--- src/rtl/qed_pkg.sv ---
// rtl/qed_pkg.sv - shared types and classification helper for the QED commit tracker
package qed_pkg;

  typedef enum logic [1:0] {
    SIF_IDLE = 2'd0,
    SIF_ORIG = 2'd1,
    SIF_DONE = 2'd2,
    SIF_ERR  = 2'd3
  } sif_state_e;

  localparam int QED_CNT_WIDTH = 8;

  typedef logic [QED_CNT_WIDTH-1:0] qed_cnt_t;

  // Registers in the upper half of the file belong to the duplicate stream;
  // instructions without a destination rely on the duplicator's tag instead.
  function automatic logic qed_is_dup(input logic has_rd, input logic rd_upper, input logic tag);
    return has_rd ? rd_upper : tag;
  endfunction

endpackage

--- src/rtl/qed_sat_counter.sv ---
// rtl/qed_sat_counter.sv - saturating commit counter with sticky saturation flag
module qed_sat_counter #(
  parameter int CNT_WIDTH = 8,
  parameter int INC_WIDTH = 2
) (
  input  logic                 clk,
  input  logic                 rst_n,
  input  logic                 clear,
  input  logic [INC_WIDTH-1:0] inc,
  output logic [CNT_WIDTH-1:0] cnt,
  output logic                 sat,
  output logic [CNT_WIDTH-1:0] cnt_next,
  output logic                 sat_next
);

  localparam int SUM_WIDTH = CNT_WIDTH + 1;

  logic [SUM_WIDTH-1:0] sum;

  // Next values are exported so the parent can register flags derived from them.
  always_comb begin
    sum      = {1'b0, cnt} + SUM_WIDTH'(inc);
    cnt_next = cnt;
    sat_next = sat;
    if (clear) begin
      cnt_next = '0;
      sat_next = 1'b0;
    end else if (sum[CNT_WIDTH]) begin
      cnt_next = '1;
      sat_next = 1'b1;
    end else begin
      cnt_next = sum[CNT_WIDTH-1:0];
    end
  end

  always_ff @(posedge clk or negedge rst_n) begin
    if (!rst_n) begin
      cnt <= '0;
      sat <= 1'b0;
    end else begin
      cnt <= cnt_next;
      sat <= sat_next;
    end
  end

endmodule

--- src/rtl/qed_commit_tracker.sv ---
// rtl/qed_commit_tracker.sv - counts original/duplicate retirements and runs the SIF check FSM
module qed_commit_tracker
  import qed_pkg::*;
#(
  parameter int NR_COMMIT_PORTS = 2,
  parameter int CNT_WIDTH       = QED_CNT_WIDTH,
  parameter int REG_ADDR_BITS   = 5
) (
  input  logic                                     clk_i,
  input  logic                                     rst_ni,
  input  logic                                     qed_en_i,
  input  logic                                     clear_i,
  input  logic [NR_COMMIT_PORTS-1:0]               commit_valid_i,
  input  logic [NR_COMMIT_PORTS-1:0]               commit_ack_i,
  input  logic [NR_COMMIT_PORTS-1:0]               commit_has_rd_i,
  input  logic [NR_COMMIT_PORTS*REG_ADDR_BITS-1:0] commit_rd_i,
  input  logic [NR_COMMIT_PORTS-1:0]               commit_dup_tag_i,
  output logic [CNT_WIDTH-1:0]                     qed_num_orig_o,
  output logic [CNT_WIDTH-1:0]                     qed_num_dup_o,
  output logic                                     qed_ready_o,
  output logic                                     qed_overflow_o,
  output logic                                     sif_commit_o,
  output logic [1:0]                               sif_state_o
);

  localparam int NW = $clog2(NR_COMMIT_PORTS + 1);
  localparam logic [NW-1:0] ONE = NW'(1);

  logic [NR_COMMIT_PORTS-1:0] retire;
  logic [NR_COMMIT_PORTS-1:0] is_dup;
  logic [NW-1:0]              n_orig;
  logic [NW-1:0]              n_dup;
  logic                       low_is_orig;

  always_comb begin
    n_orig      = '0;
    n_dup       = '0;
    low_is_orig = 1'b0;
    for (int p = 0; p < NR_COMMIT_PORTS; p++) begin
      logic [REG_ADDR_BITS-1:0] rd;
      rd        = commit_rd_i[p*REG_ADDR_BITS +: REG_ADDR_BITS];
      retire[p] = qed_en_i & commit_valid_i[p] & commit_ack_i[p];
      // x0 is never a duplicate destination even if the index layout changes.
      is_dup[p] = qed_is_dup(commit_has_rd_i[p],
                             rd[REG_ADDR_BITS-1] && (rd != '0),
                             commit_dup_tag_i[p]);
      if (retire[p]) begin
        if (is_dup[p]) n_dup  = n_dup + ONE;
        else           n_orig = n_orig + ONE;
      end
    end
    // Downward scan leaves the class of the lowest-index retiring port.
    for (int p = NR_COMMIT_PORTS - 1; p >= 0; p--) begin
      if (retire[p]) low_is_orig = !is_dup[p];
    end
  end

  logic [CNT_WIDTH-1:0] orig_next, dup_next;
  logic                 orig_sat, dup_sat, orig_sat_next, dup_sat_next;

  qed_sat_counter #(
    .CNT_WIDTH (CNT_WIDTH),
    .INC_WIDTH (NW)
  ) u_orig_cnt (
    .clk      (clk_i),
    .rst_n    (rst_ni),
    .clear    (clear_i),
    .inc      (n_orig),
    .cnt      (qed_num_orig_o),
    .sat      (orig_sat),
    .cnt_next (orig_next),
    .sat_next (orig_sat_next)
  );

  qed_sat_counter #(
    .CNT_WIDTH (CNT_WIDTH),
    .INC_WIDTH (NW)
  ) u_dup_cnt (
    .clk      (clk_i),
    .rst_n    (rst_ni),
    .clear    (clear_i),
    .inc      (n_dup),
    .cnt      (qed_num_dup_o),
    .sat      (dup_sat),
    .cnt_next (dup_next),
    .sat_next (dup_sat_next)
  );

  assign qed_overflow_o = orig_sat | dup_sat;

  logic ready_q;

  always_ff @(posedge clk_i or negedge rst_ni) begin
    if (!rst_ni) begin
      ready_q <= 1'b0;
    end else begin
      ready_q <= (orig_next == dup_next) && (orig_next != '0) && !(orig_sat_next || dup_sat_next);
    end
  end

  assign qed_ready_o = ready_q;

  sif_state_e state_q, state_d;
  logic       commit_q, commit_d;

  always_ff @(posedge clk_i or negedge rst_ni) begin
    if (!rst_ni) begin
      state_q  <= SIF_IDLE;
      commit_q <= 1'b0;
    end else begin
      state_q  <= state_d;
      commit_q <= commit_d;
    end
  end

  always_comb begin
    state_d  = state_q;
    commit_d = commit_q;
    if (clear_i) begin
      state_d  = SIF_IDLE;
      commit_d = 1'b0;
    end else begin
      unique case (state_q)
        SIF_IDLE: begin
          if (n_orig != '0 && n_dup == '0) begin
            state_d = SIF_ORIG;
          end else if (n_orig == ONE && n_dup == ONE && low_is_orig) begin
            state_d  = SIF_DONE;
            commit_d = 1'b1;
          end else if (n_dup != '0) begin
            state_d = SIF_ERR;
          end
        end
        SIF_ORIG: begin
          if (n_dup == ONE && n_orig == '0) begin
            state_d  = SIF_DONE;
            commit_d = 1'b1;
          end else if (n_orig != '0 || n_dup != '0) begin
            state_d = SIF_ERR;
          end
        end
        SIF_DONE: begin
          if (n_orig != '0 || n_dup != '0) state_d = SIF_ERR;
        end
        default: state_d = SIF_ERR;
      endcase
    end
  end

  assign sif_commit_o = commit_q;
  assign sif_state_o  = state_q;

endmodule

--- config.mk ---
export PLATFORM = sky130hd
export DESIGN_NAME = qed_commit_tracker
export DESIGN_NICKNAME = d
export VERILOG_FILES = /design/src/rtl/qed_pkg.sv /design/src/rtl/qed_sat_counter.sv /design/src/rtl/qed_commit_tracker.sv
export SDC_FILE = /design/constraint.sdc
export NUM_CORES = 1
export LEC_CHECK = 0
export ABC_AREA = 1
export CAP_MARGIN = 25
export CORE_AREA = 4 4 62 64
export CTS_CLUSTER_DIAMETER = 40
export DETAILED_ROUTE_END_ITERATION = 8
export DIE_AREA = 0 0 66 68
export GPL_TIMING_DRIVEN = 1
export HOLD_SLACK_MARGIN = 0.08
export PLACE_DENSITY_LB_ADDON = 0.15
export SYNTH_ARGS = -nofsm -noshare
export SYNTH_HDL_FRONTEND = slang
export SYNTH_HIERARCHICAL = 1
export SYNTH_SLANG_ARGS = --single-unit
--- constraint.sdc ---
create_clock -name clk_i -period 5.3 [get_ports clk_i]
set_input_delay 1.06 -clock clk_i [delete_from_list [all_inputs] [get_ports clk_i]]
set_output_delay 1.06 -clock clk_i [all_outputs]
set_load 0.05 [all_outputs]
# [Word-level counts from Yosys, hierarchy flattened]
# Index checks and enable logic that the tools add are counted.
[word_totals] ff_bits=22 latchBits=0 mem_bits_rw=0 romBits=0 inputBits=22 out_inout_bits=21 n_memories=0
[op_classes] n_addsub=4 multipliers=0 div_mod_pow=0 n_lt_le_gt_ge=0 eq_ne=9 shifts=0 muxes=32 bitwise_logic=5 reduce_logical=23
[op_table] operator="8-bit two-way mux" count=4
[op_table] operator="2-bit two-way mux" count=12
[op_table] operator="8-bit by 2-bit adder with 9-bit output" count=2
[op_table] operator="1-bit two-way mux" count=14
[op_table] operator="5-bit nonzero test" count=2
[op_table] operator="3-bit inequality test, second input constant" count=3
[op_table] operator="8-bit equality test" count=1
[op_table] operator="1-bit logical AND" count=8
[op_table] operator="8-bit nonzero test" count=1
[op_table] operator="2-bit by 1-bit equality test with 1-bit output, second input constant" count=3
[op_table] operator="2-bit logical NOT" count=3
[op_table] operator="2-bit one-hot mux with 3 select lines" count=1
[op_table] operator="5-bit inequality test, second input constant" count=1
[op_table] operator="2-bit by 1-bit adder with 2-bit output, second input constant" count=2
[op_table] operator="1-bit AND" count=4
[op_table] operator="4-bit AND reduction" count=1
[op_table] operator="2-bit nonzero test" count=2
[op_table] operator="1-bit logical NOT" count=3
[op_table] operator="3-bit nonzero test" count=1
[op_table] operator="2-bit equality test, second input constant" count=1
[op_table] operator="1-bit logical OR" count=2
[op_table] operator="1-bit one-hot mux with 2 select lines" count=1
[op_table] operator="1-bit OR" count=1

# [Logic depth before layout (Yosys ltp)]
# Gate-level depths: netlist (run 1).
[depth] ltp_word=15 mapped_depth=22

# [Hierarchy]
# Netlist (run 1), hierarchy kept.
[modules_own_cells] module="qed_sat_counter" instances=2 cells_each=70 area_per_inst_um2=545.5
[modules_own_cells] module="qed_commit_tracker" instances=1 cells_each=103 area_per_inst_um2=610.6

# [Least setup slack after synthesis (run 1)]
# Ideal clock, no wire load.
[synth_path] path_type="input to register" from="in commit_has_rd_i[0]" to="reg ready_q (netlist: qed_ready_o)" arrival_time_ns=3.451 required_time_ns=5.235 slack_ns=1.784 cell_stages=20 n_path_buf=0 cell_sequence="inv_1 nand2_1 nand2_1 nor3_1 ha_1 nand2_1 nand2_1 ha_1 inv_1 fa_1 inv_1 nand2_2 nor2_4 nand2_4 a21oi_1 inv_1 a211oi_1 nand3_1 nor3_1 o211a_1"
[synth_via] elab_chain_len=12 word_cells_on_any_way=27 cone_classes="add/sub (4); eq/ne (1); mux (17); reduce/logical (5)"
[synth_rtl] item="start, declared" line="qed_commit_tracker.sv:15" text="input logic [NR_COMMIT_PORTS-1:0] commit_has_rd_i,"
[synth_rtl] item="1-bit two-way mux (*)" line="qed_pkg.sv:18" text="return has_rd ? rd_upper : tag;"
[synth_rtl] item="1-bit two-way mux (*)" line="qed_commit_tracker.sv:48" text="if (is_dup[p]) n_dup = n_dup + ONE;"
[synth_rtl] item="2-bit two-way mux (*)" line="qed_commit_tracker.sv:47" text="if (retire[p]) begin"
[synth_rtl] item="2-bit by 1-bit adder with 2-bit output" line="qed_commit_tracker.sv:49" text="else n_orig = n_orig + ONE;"
[synth_rtl] item="2-bit two-way mux" line="qed_commit_tracker.sv:48"
[synth_rtl] item="2-bit two-way mux (*)" line="qed_commit_tracker.sv:47"
[synth_rtl] item="via n_orig[0]" line="qed_commit_tracker.sv:31" text="logic [NW-1:0] n_orig;"
[synth_rtl] item="8-bit by 2-bit adder with 9-bit output (*)" line="qed_sat_counter.sv:22" text="sum = {1'b0, cnt} + SUM_WIDTH'(inc);"
[synth_rtl] item="8-bit two-way mux (*)" line="qed_sat_counter.sv:28" text="end else if (sum[CNT_WIDTH]) begin"
[synth_rtl] item="8-bit two-way mux (*)" line="qed_sat_counter.sv:25" text="if (clear) begin"
[synth_rtl] item="via orig_next[1]" line="qed_commit_tracker.sv:58" text="logic [CNT_WIDTH-1:0] orig_next, dup_next;"
[synth_rtl] item="8-bit equality test / 8-bit nonzero test (equally long branches)" line="qed_commit_tracker.sv:97" text="ready_q <= (orig_next == dup_next) && (orig_next != '0) && !(orig_sat_next || dup_sat_next);"
[synth_rtl] item="1-bit logical AND (*) (2 in a row)" line="qed_commit_tracker.sv:97"
[synth_rtl] item="end signal, assigned" line="qed_commit_tracker.sv:97"
[synth_rtl] item="end, declared" line="qed_commit_tracker.sv:91" text="logic ready_q;"
# Mark *: on every way through the listed nets, which the timed path passes. The rest lies on a longest branch.
# A chain may end at the register's enable or synchronous reset.

# [Final worst setup path (run 1)]
# Ends and elaborated chain as after synthesis.

==> impl_metrics.toml, run 1 <==
[synthesis]
synth_top_family_by_area = "simple AND/OR/NAND/NOR gates"
yosysUniqueCellTypes = 28
synth_area_sq_um = 1700
syn_nets = 273
yosysWarnings = 6
synth_seq_area_share = 0.324
synthAdderAreaFrac = 0.0676
synth-seq-cells = 22
synthTopCellsByArea = "dfrtp_1 32%, nand2_1 14%, inv_1 12%, nand3_1 6.5%, ha_1 4.4%"
synthCells = 243
synth_top_cells_by_count = "62 x nand2_1, 53 x inv_1, 22 x dfrtp_1, 22 x nand3_1, 16 x nor2_1"
synth_compound_area_frac = 0.0684
synth-xor-area-share = 0.0309
synth_top_cell_area_share = 0.324
synth_ff_type = "dfrtp_1"
synth_simple_gate_area_frac = 0.387
synth.avg_cell_area_sq_um = 7.00
synthArstFlopShare = 1.00
synth-edff-count = 0
synth_most_common_cell = "nand2_1"
synth_top_cell_by_area = "dfrtp_1"
synth.area.mux_share = 0

[cts]
hold_buffers = 0
cts_setup_buffers = 0
path_clk_slew_ps = 120
cts_buffer_depth = 2
cts_resized = 0
cts_tree = "yes"
htree_num_levels = 1
root_buffer = "clkbuf_4"
clk_latency_ps = 310
cts_buffers = 3
clock_sink_count = 22

[outcome]
status = "finished, final reports clean"

[power]
vdd.ir_drop.worst_mv = 0.166
p_per_area_nw_per_um2 = 206
internal_power_uw = 305
pwr-share-seq = 0.410
p_leak_uw = 0.00116
swShare = 0.321
clkPwrFrac = 0.286
pwr-share-comb = 0.304
p_sw_uw = 144

[worst_hold_path]
min_path_type = "reg -> reg"

[grt]
antenna_found_initial = 0
grt_pass1_vias = 1453
grtUsageTotal = 0.174
globalRouteOverflowTotal = 0
grt_start_max_net_pins = 23
grt_pass1_wl_microns = 6200

[worst_setup_path]
critPathRequiredTime_ps = 5560
critPathLaunchType = "primary input"
cp_cell_sequence = "clkdlybuf4s50_1 -> inv_1 -> nand2_1 -> nand2_1 -> nor3_1 -> ha_1 -> nand2_1 -> nand2_1 -> ha_1 -> inv_1 -> fa_1 -> inv_1 -> nand2_2 -> nor2_4 -> nand2_4 -> a21oi_1 -> inv_1 -> a211oi_1 -> nand3_1 -> nor3_1 -> o211a_1"
crit_buf_inv = 5
cp_top_family = "simple AND/OR/NAND/NOR gates"
path_depth = 21
slowest_delay_ps = 500
startpoint = "commit_has_rd_i[0]"
rr_worst_depth = 13
ff2ff_setup_slack_ps = 2840
slowest_stage = "clkdlybuf4s50_1"
crit_end = "qed_ready_o"
cp_max_fo = 7
worstSetupEndpointType = "flop"
arrival_ps = 4310
r2r_end = "qed_ready_o"
path_class = "in -> reg"
r2r-start = "u_orig_cnt/cnt[0]"

[floorplanning]
die-area_sq_um = 4490
die_w_microns = 66
core-area_sq_um = 3280
fp.dieH_microns = 68
start_util = 0.518
io_pins = 43
rows = 21

[layout]
syn_to_final_growth_pct = 27.9
antennaDiodeCount = 0
multi_input_area_sq_um = 942
post-route-util = 0.663
finalNonFillerCells = 328
n_fill_cell = 311
regArea_sq_um = 551
nNetsFinal = 313
drive_gt1_frac = 0.113

[routing]
drt-total-wl_microns = 3510
drt-initial-drc-count = 48
route.vias.total = 1575
drcViolationCount = 0
viasPerCell = 4.80
routed_wire_length_per_instance_microns = 10.7
drt_first_pass_iters = 4
antenna_left = 0

[job]
cap_violations = 0

[timing]
period_minus_slack_ps = 4050
slew_headroom = 0.657
tightest_slew_ps = 513
rsz0062_at_grt = "no"
fin_crit_sh = 0.764
fin_ws_ps = 1250
max_freq_ghz = 0.247
setup_viol = 0
finalMaxSlewViolations = 0
fin_tns_setup_ps = 0
finClkSkew_ps = 5.24
final_hold_viol_count = 0

[placed_design]
dp_hpwl_microns = 2810
gp_congestion = 0.869
dp_slack_ps = 934
io_buffer_count = 34
numPlacedInstances = 323
## final cells by class
cell class | instances | area share
multi-input cells | 166 | 0.433
repair buffers | 35 | 0.168
well taps | 46 | 0.0264
clock inverters | 1 | 0.0138
flip-flops and latches | 22 | 0.253
inverters | 55 | 0.0960
clock buffers | 3 | 0.0103
## power groups by stage
stage	Combinational, uW	Sequential (uW)	Clock, uW
2_1_floorplan	53.2	223	0
3_3_place_gp	133	187	0
3_5_place_dp	134	187	0
4_1_cts	135	184	131
5_1_grt	150	187	137
6_report	136	184	129
## worst register-to-register path, stage by stage (launching register included)
cell	delay (ps)
dfrtp_1	380
ha_1	200
inv_1	60
fa_1	400
inv_1	80
nand2_2	100
nor2_4	130
nand2_4	90
a21oi_1	180
inv_1	90
a211oi_1	260
nand3_1	120
nor3_1	150
o211a_1	160
## cells by family after synthesis
logic type	after synthesis
xor+xnor	6
flops	22
simple gates	132
fa+ha+maj	8
compound gates	20
buf+inv	55
## layer usage
| metal | wire length [microns] | vias to the layer above | track usage |
|---|---|---|---|
| met1 | 1660 | 715 | 0.225 |
| met5 | 0 | - | 0 |
| li1 | - | 829 | - |
| met4 | 42 | 0 | 0.0609 |
| met3 | 139 | 4 | 0.0213 |
| met2 | 1660 | 27 | 0.300 |
## cells in the final DEF, fill, tap and decap left out, types with 4 or more instances in the layout
master / netlist / routed
xor2_1: 6 / 6
nor2_1: 16 / 16
nand2_1: 62 / 62
clkdlybuf4s50_1: 0 / 34
nand2_2: 6 / 6
nor2_2: 4 / 4
inv_1: 53 / 53
a21oi_1: 10 / 10
dfrtp_1: 22 / 22
nand3_1: 22 / 22
nor2_4: 4 / 4
nand3_2: 5 / 5
ha_1: 6 / 6
## state kept, by name, indices dropped and copies added, names as in the netlist
register and flops:
u_dup_cnt/sat 1, u_orig_cnt/cnt 8, sif_state_o 2, sif_commit_o 1
u_dup_cnt/cnt 8, qed_ready_o 1, u_orig_cnt/sat 1
## stage by stage
stage / instance area [sq um] / total power [uW] / hold WS [ps]
floorplan: 1700 / 276 / 499
global route: 2180 / 473 / 540
global placement: 2100 / 320 / 455
detailed placement: 2100 / 322 / 459
finish: 2180 / 449 / 483
CTS: 2150 / 450 / 488
## worst min-delay path by stage
stage	from	end	slack, ps	cells past startpoint
floorplan	u_orig_cnt/sat	u_orig_cnt/sat	500	2
global placement	sif_commit_o	sif_commit_o	460	2
detailed placement	sif_commit_o	sif_commit_o	460	2
CTS	sif_commit_o	sif_commit_o	490	2
global route	sif_commit_o	sif_commit_o	540	2
finish	sif_commit_o	sif_commit_o	480	2
Power figures use the tool's default switching activity.
==> run 2, diff against run 1 <==
Settings changed: CORE_AREA 4 4 62 64 to 4 4 64 66, DIE_AREA 0 0 66 68 to 0 0 68 70.
Clock period 5.3 ns to 3.9 ns, I/O delays scaled along.
==> run 2 against run 1 <==
Against the previous run: largest power group unchanged; sequential cell count stayed put; non-clock buffer count is 16 higher; register-to-register slack worse by 1200 ps; routed wire length is 4.1% higher; critical endpoint unchanged; sequential power is 36% higher; design area is 6.3% higher.
==> impl_metrics.toml, run 2 (synthesis results as in run 1) <==
[outcome]
status = "finished, final reports clean"

[timing]
finClkSkew_ps = 8.33
slew_headroom = 0.643
max_freq_ghz = 0.280
fin_tns_setup_ps = 0
tightest_slew_ps = 533
period_minus_slack_ps = 3570
rsz0062_at_grt = "no"
fin_ws_ps = 327
setup_viol = 0
fin_crit_sh = 0.916
final_hold_viol_count = 0
finalMaxSlewViolations = 0

[placed_design]
dp_hpwl_microns = 2950
io_buffer_count = 34
dp_slack_ps = -53.5
gp_congestion = 0.817

[cts]
clock_sink_count = 22
clk_latency_ps = 310
cts_tree = "yes"
path_clk_slew_ps = 130
cts_buffers = 3
hold_buffers = 0
root_buffer = "clkbuf_4"
cts_resized = 0
htree_num_levels = 1
cts_buffer_depth = 2
cts_setup_buffers = 0

[power]
clkPwrFrac = 0.284
vdd.ir_drop.worst_mv = 0.233
p_leak_uw = 0.00124
pwr-share-seq = 0.404
swShare = 0.323
internal_power_uw = 419
p_per_area_nw_per_um2 = 268
p_sw_uw = 200
pwr-share-comb = 0.312

[job]
cap_violations = 0

[worst_setup_path]
cp_max_fo = 4
arrival_ps = 3790
critPathLaunchType = "primary input"
cp_cell_sequence = "clkdlybuf4s50_1 -> inv_1 -> nand2_1 -> nand2_1 -> nor3_1 -> ha_1 -> nand2_1 -> nand2_1 -> ha_1 -> inv_1 -> fa_1 -> inv_1 -> nand2_2 -> buf_4 -> nor3_2 -> nand2_1 -> nor2_1 -> nor2_2 -> nor3_1 -> a21oi_1 -> o211a_1"
slowest_delay_ps = 500
cp_top_family = "simple AND/OR/NAND/NOR gates"
critPathRequiredTime_ps = 4120
crit_buf_inv = 5
slowest_stage = "clkdlybuf4s50_1"
crit_top_cell = "nand2_1"
worstSetupEndpointType = "flop"
path_class = "in -> reg"

[layout]
antennaDiodeCount = 0
final_cell_mix = "62 x nand2_1, 53 x inv_1, 34 x clkdlybuf4s50_1"
syn_to_final_growth_pct = 36.0
drive_gt1_frac = 0.171
nNetsFinal = 329
final_common_cell = "nand2_1"

[routing]
viasPerCell = 4.60
drt-initial-drc-count = 38
routed_wire_length_per_instance_microns = 10.5
drt_first_pass_iters = 4
drcViolationCount = 0
drt-total-wl_microns = 3650
antenna_left = 0
route.vias.total = 1591

[grt]
antenna_found_initial = 0
grt_pass1_vias = 1410
globalRouteOverflowTotal = 0
grt_start_max_net_pins = 23
grt_pass1_wl_microns = 6010
grtUsageTotal = 0.157

[worst_hold_path]
min_path_type = "reg -> reg"

[floorplanning]
start_util = 0.476
die-area_sq_um = 4760
core-area_sq_um = 3580
rows = 22
die_w_microns = 68
fp.dieH_microns = 70
io_pins = 43
run 2: stage by stage:
stage,instance area [sq um],utilization,std cells,hold slack [ps],total power [uW]
finish,2310,0.647,346,490,619
floorplan,1700,-,243,484,376
global placement,2220,0.621,341,454,440
CTS,2270,0.636,345,493,622
detailed placement,2220,0.621,341,467,443
global route,2310,0.647,346,520,655
run 2: worst min-delay path, cell delays in order (launching register included):
cell     delay, ps
dfrtp_1        360
nand2_1         60
nand2_1         50
run 2: area by class of cell:
cell class | count | area (sq um)
clock inverter | 1 | 30.0
sequential | 22 | 551
timing repair buffer | 51 | 488
multi-input combinational | 166 | 953
fill | 325 | 1260
clock buffer | 3 | 22.5
inverter | 55 | 209
tap | 48 | 60.1
run 2: worst paths after layout:
kind	from	to	slack [ps]	cells past startpoint
worst max register to register	u_orig_cnt/cnt[0]	qed_ready_o	1620	13
worst min register to register	sif_commit_o	sif_commit_o	490	2
worst min-delay path	sif_commit_o	sif_commit_o	490	2
worst max-delay path	commit_has_rd_i[0]	qed_ready_o	330	21
min in group asynchronous	rst_ni	sif_state_o[1]	670	1
max in group asynchronous	rst_ni	u_orig_cnt/cnt[0]	2870	2
run 2: power groups by stage:
stage               clock network (uW)  logic, uW  registers [uW]
finish                             176        193             250
global route                       191        211             252
CTS                                183        189             250
detailed placement                   0        189             254
global placement                     0        186             254
floorplan                            0       72.3             303
run 2: layer usage:
metal  wire length [microns]  vias up  part of all wire  track usage
li1                        -      864                 -            -
met1                    1700      700              0.47        0.219
met2                    1780       25              0.49        0.245
met3                     156        2             0.043       0.0434
met4                      14        0            0.0038       0.0199
met5                       0        -                 0            0
==> run 3, diff against run 2 <==
Settings changed: PLACE_DENSITY set to 0.78, PLACE_DENSITY_LB_ADDON 0.15 to unset.
==> run 3 against run 2 <==
Against the previous run: global-route usage rose by 1.1 points; clock skew fell by 1.0 ps; critical endpoint unchanged; register-to-register slack barely moved; total power rose by 0.74%; highest routed layer unchanged; combinational power barely moved.
==> impl_metrics.toml, run 3 (synthesis results as in run 1) <==
[power]
vdd.ir_drop.worst_mv = 0.195
p_per_area_nw_per_um2 = 267
p_leak_uw = 0.00125

[timing]
period_minus_slack_ps = 3600
holdWs_ps = 489
finClkSkew_ps = 7.32
setup_viol = 0
final_hold_viol_count = 0
rsz0062_at_grt = "no"
max_freq_ghz = 0.278
finalMaxSlewViolations = 0
slew_headroom = 0.651
tightest_slew_ps = 521
fin_crit_sh = 0.923

[layout]
multi_input_area_sq_um = 948
post-route-util = 0.651
nNetsFinal = 332
final_common_cell = "nand2_1"
n_fill_cell = 319
syn_to_final_growth_pct = 37.0
regArea_sq_um = 551
antennaDiodeCount = 0
final_cell_mix = "62 x nand2_1, 53 x inv_1, 34 x clkdlybuf4s50_1"
drive_gt1_frac = 0.173
finalNonFillerCells = 349

[routing]
route.vias.total = 1669
drt_first_pass_iters = 4
drcViolationCount = 0
routed_wire_length_per_instance_microns = 11.0
antenna_left = 0
drt-total-wl_microns = 3860
viasPerCell = 4.78
drt-initial-drc-count = 40

[cts]
clk_latency_ps = 330
htree_num_levels = 1
path_clk_slew_ps = 140
clock_sink_count = 22
hold_buffers = 0
cts_buffers = 3
cts_buffer_depth = 2
root_buffer = "clkbuf_4"
cts_tree = "yes"

[floorplanning]
die_w_microns = 68
io_pins = 43
start_util = 0.476
die-area_sq_um = 4760
fp.dieH_microns = 70
core-area_sq_um = 3580
rows = 22

[placed_design]
io_buffer_count = 34
dp_hpwl_microns = 3010
gp_congestion = 0.850
numPlacedInstances = 344

[grt]
grt_pass1_vias = 1603
grt_pass1_wl_microns = 6470
globalRouteOverflowTotal = 0
antenna_found_initial = 0
grt_start_max_net_pins = 23
grtUsageTotal = 0.168

[outcome]
status = "finished, final reports clean"

[worst_setup_path]
worstSetupEndpointType = "flop"
arrival_ps = 3870
critPathRequiredTime_ps = 4170
cp_max_fo = 7
critPathLaunchType = "primary input"
path_class = "in -> reg"

[job]
cap_violations = 0

[worst_hold_path]
min_path_type = "reg -> reg"
[run 3: what timing repair did]
item	CTS	global route
resized for setup	0	1
buffers inserted	0	0
endpoints found under the setup margin	0	1
[run 3: area by class of cell]
type,count,area share
clock inverter,1,0.0129
timing repair buffer,54,0.219
tap,48,0.0258
sequential,22,0.236
multi-input combinational,166,0.407
clock buffer,3,0.00966
inverter,55,0.0896
[run 3: worst paths after layout]
| check | startpoint | endpoint | slack (ps) | cells past startpoint |
|---|---|---|---|---|
| setup / recovery | commit_has_rd_i[0] | qed_ready_o | 300 | 20 |
| setup reg to reg | u_orig_cnt/cnt[0] | qed_ready_o | 1610 | 13 |
| max in group asynchronous | rst_ni | u_dup_cnt/cnt[6] | 2910 | 2 |
| hold reg to reg | sif_commit_o | sif_commit_o | 490 | 2 |
| hold / removal | sif_commit_o | sif_commit_o | 490 | 2 |
| min in group asynchronous | rst_ni | qed_ready_o | 640 | 1 |
[run 3: report_power, final]
group / switching, uW / leakage [uW] / internal [uW]
Combinational: 117 / 0.000920 / 72.8
Sequential: 8.79 / 0.000304 / 242
Clock: 78.8 / 0.0000279 / 104
[run 3: per-layer routing]
layer,track usage,up-vias,routed length (microns)
met2,0.279,37,1830
met1,0.216,758,1760
li1,-,867,-
met5,0,-,0
met3,0.0289,7,209
met4,0.0508,0,56
[run 3: worst max-delay path, cell delays in order]
cell	delay (ps)
clkdlybuf4s50_1	510
inv_1	70
nand2_1	60
nand2_1	80
nand2_1	90
inv_1	40
ha_1	280
nand2_2	60
nand2_1	100
ha_1	180
inv_1	60
fa_1	380
inv_1	80
nand2_2	90
nor2_4	130
nand2_4	90
a21oi_1	200
xor2_1	130
nor4_1	280
o211a_1	190
[run 3: metrics by stage]
step	worst slack, ps	power (uW)	TNS, ps	area (sq um)
floorplan	664	376	0	1700
global route	28.8	654	0	2330
finish	300	623	0	2330
global placement	39.6	439	0	2240
CTS	300	621	0	2300
detailed placement	-33.5	441	-33.5	2240
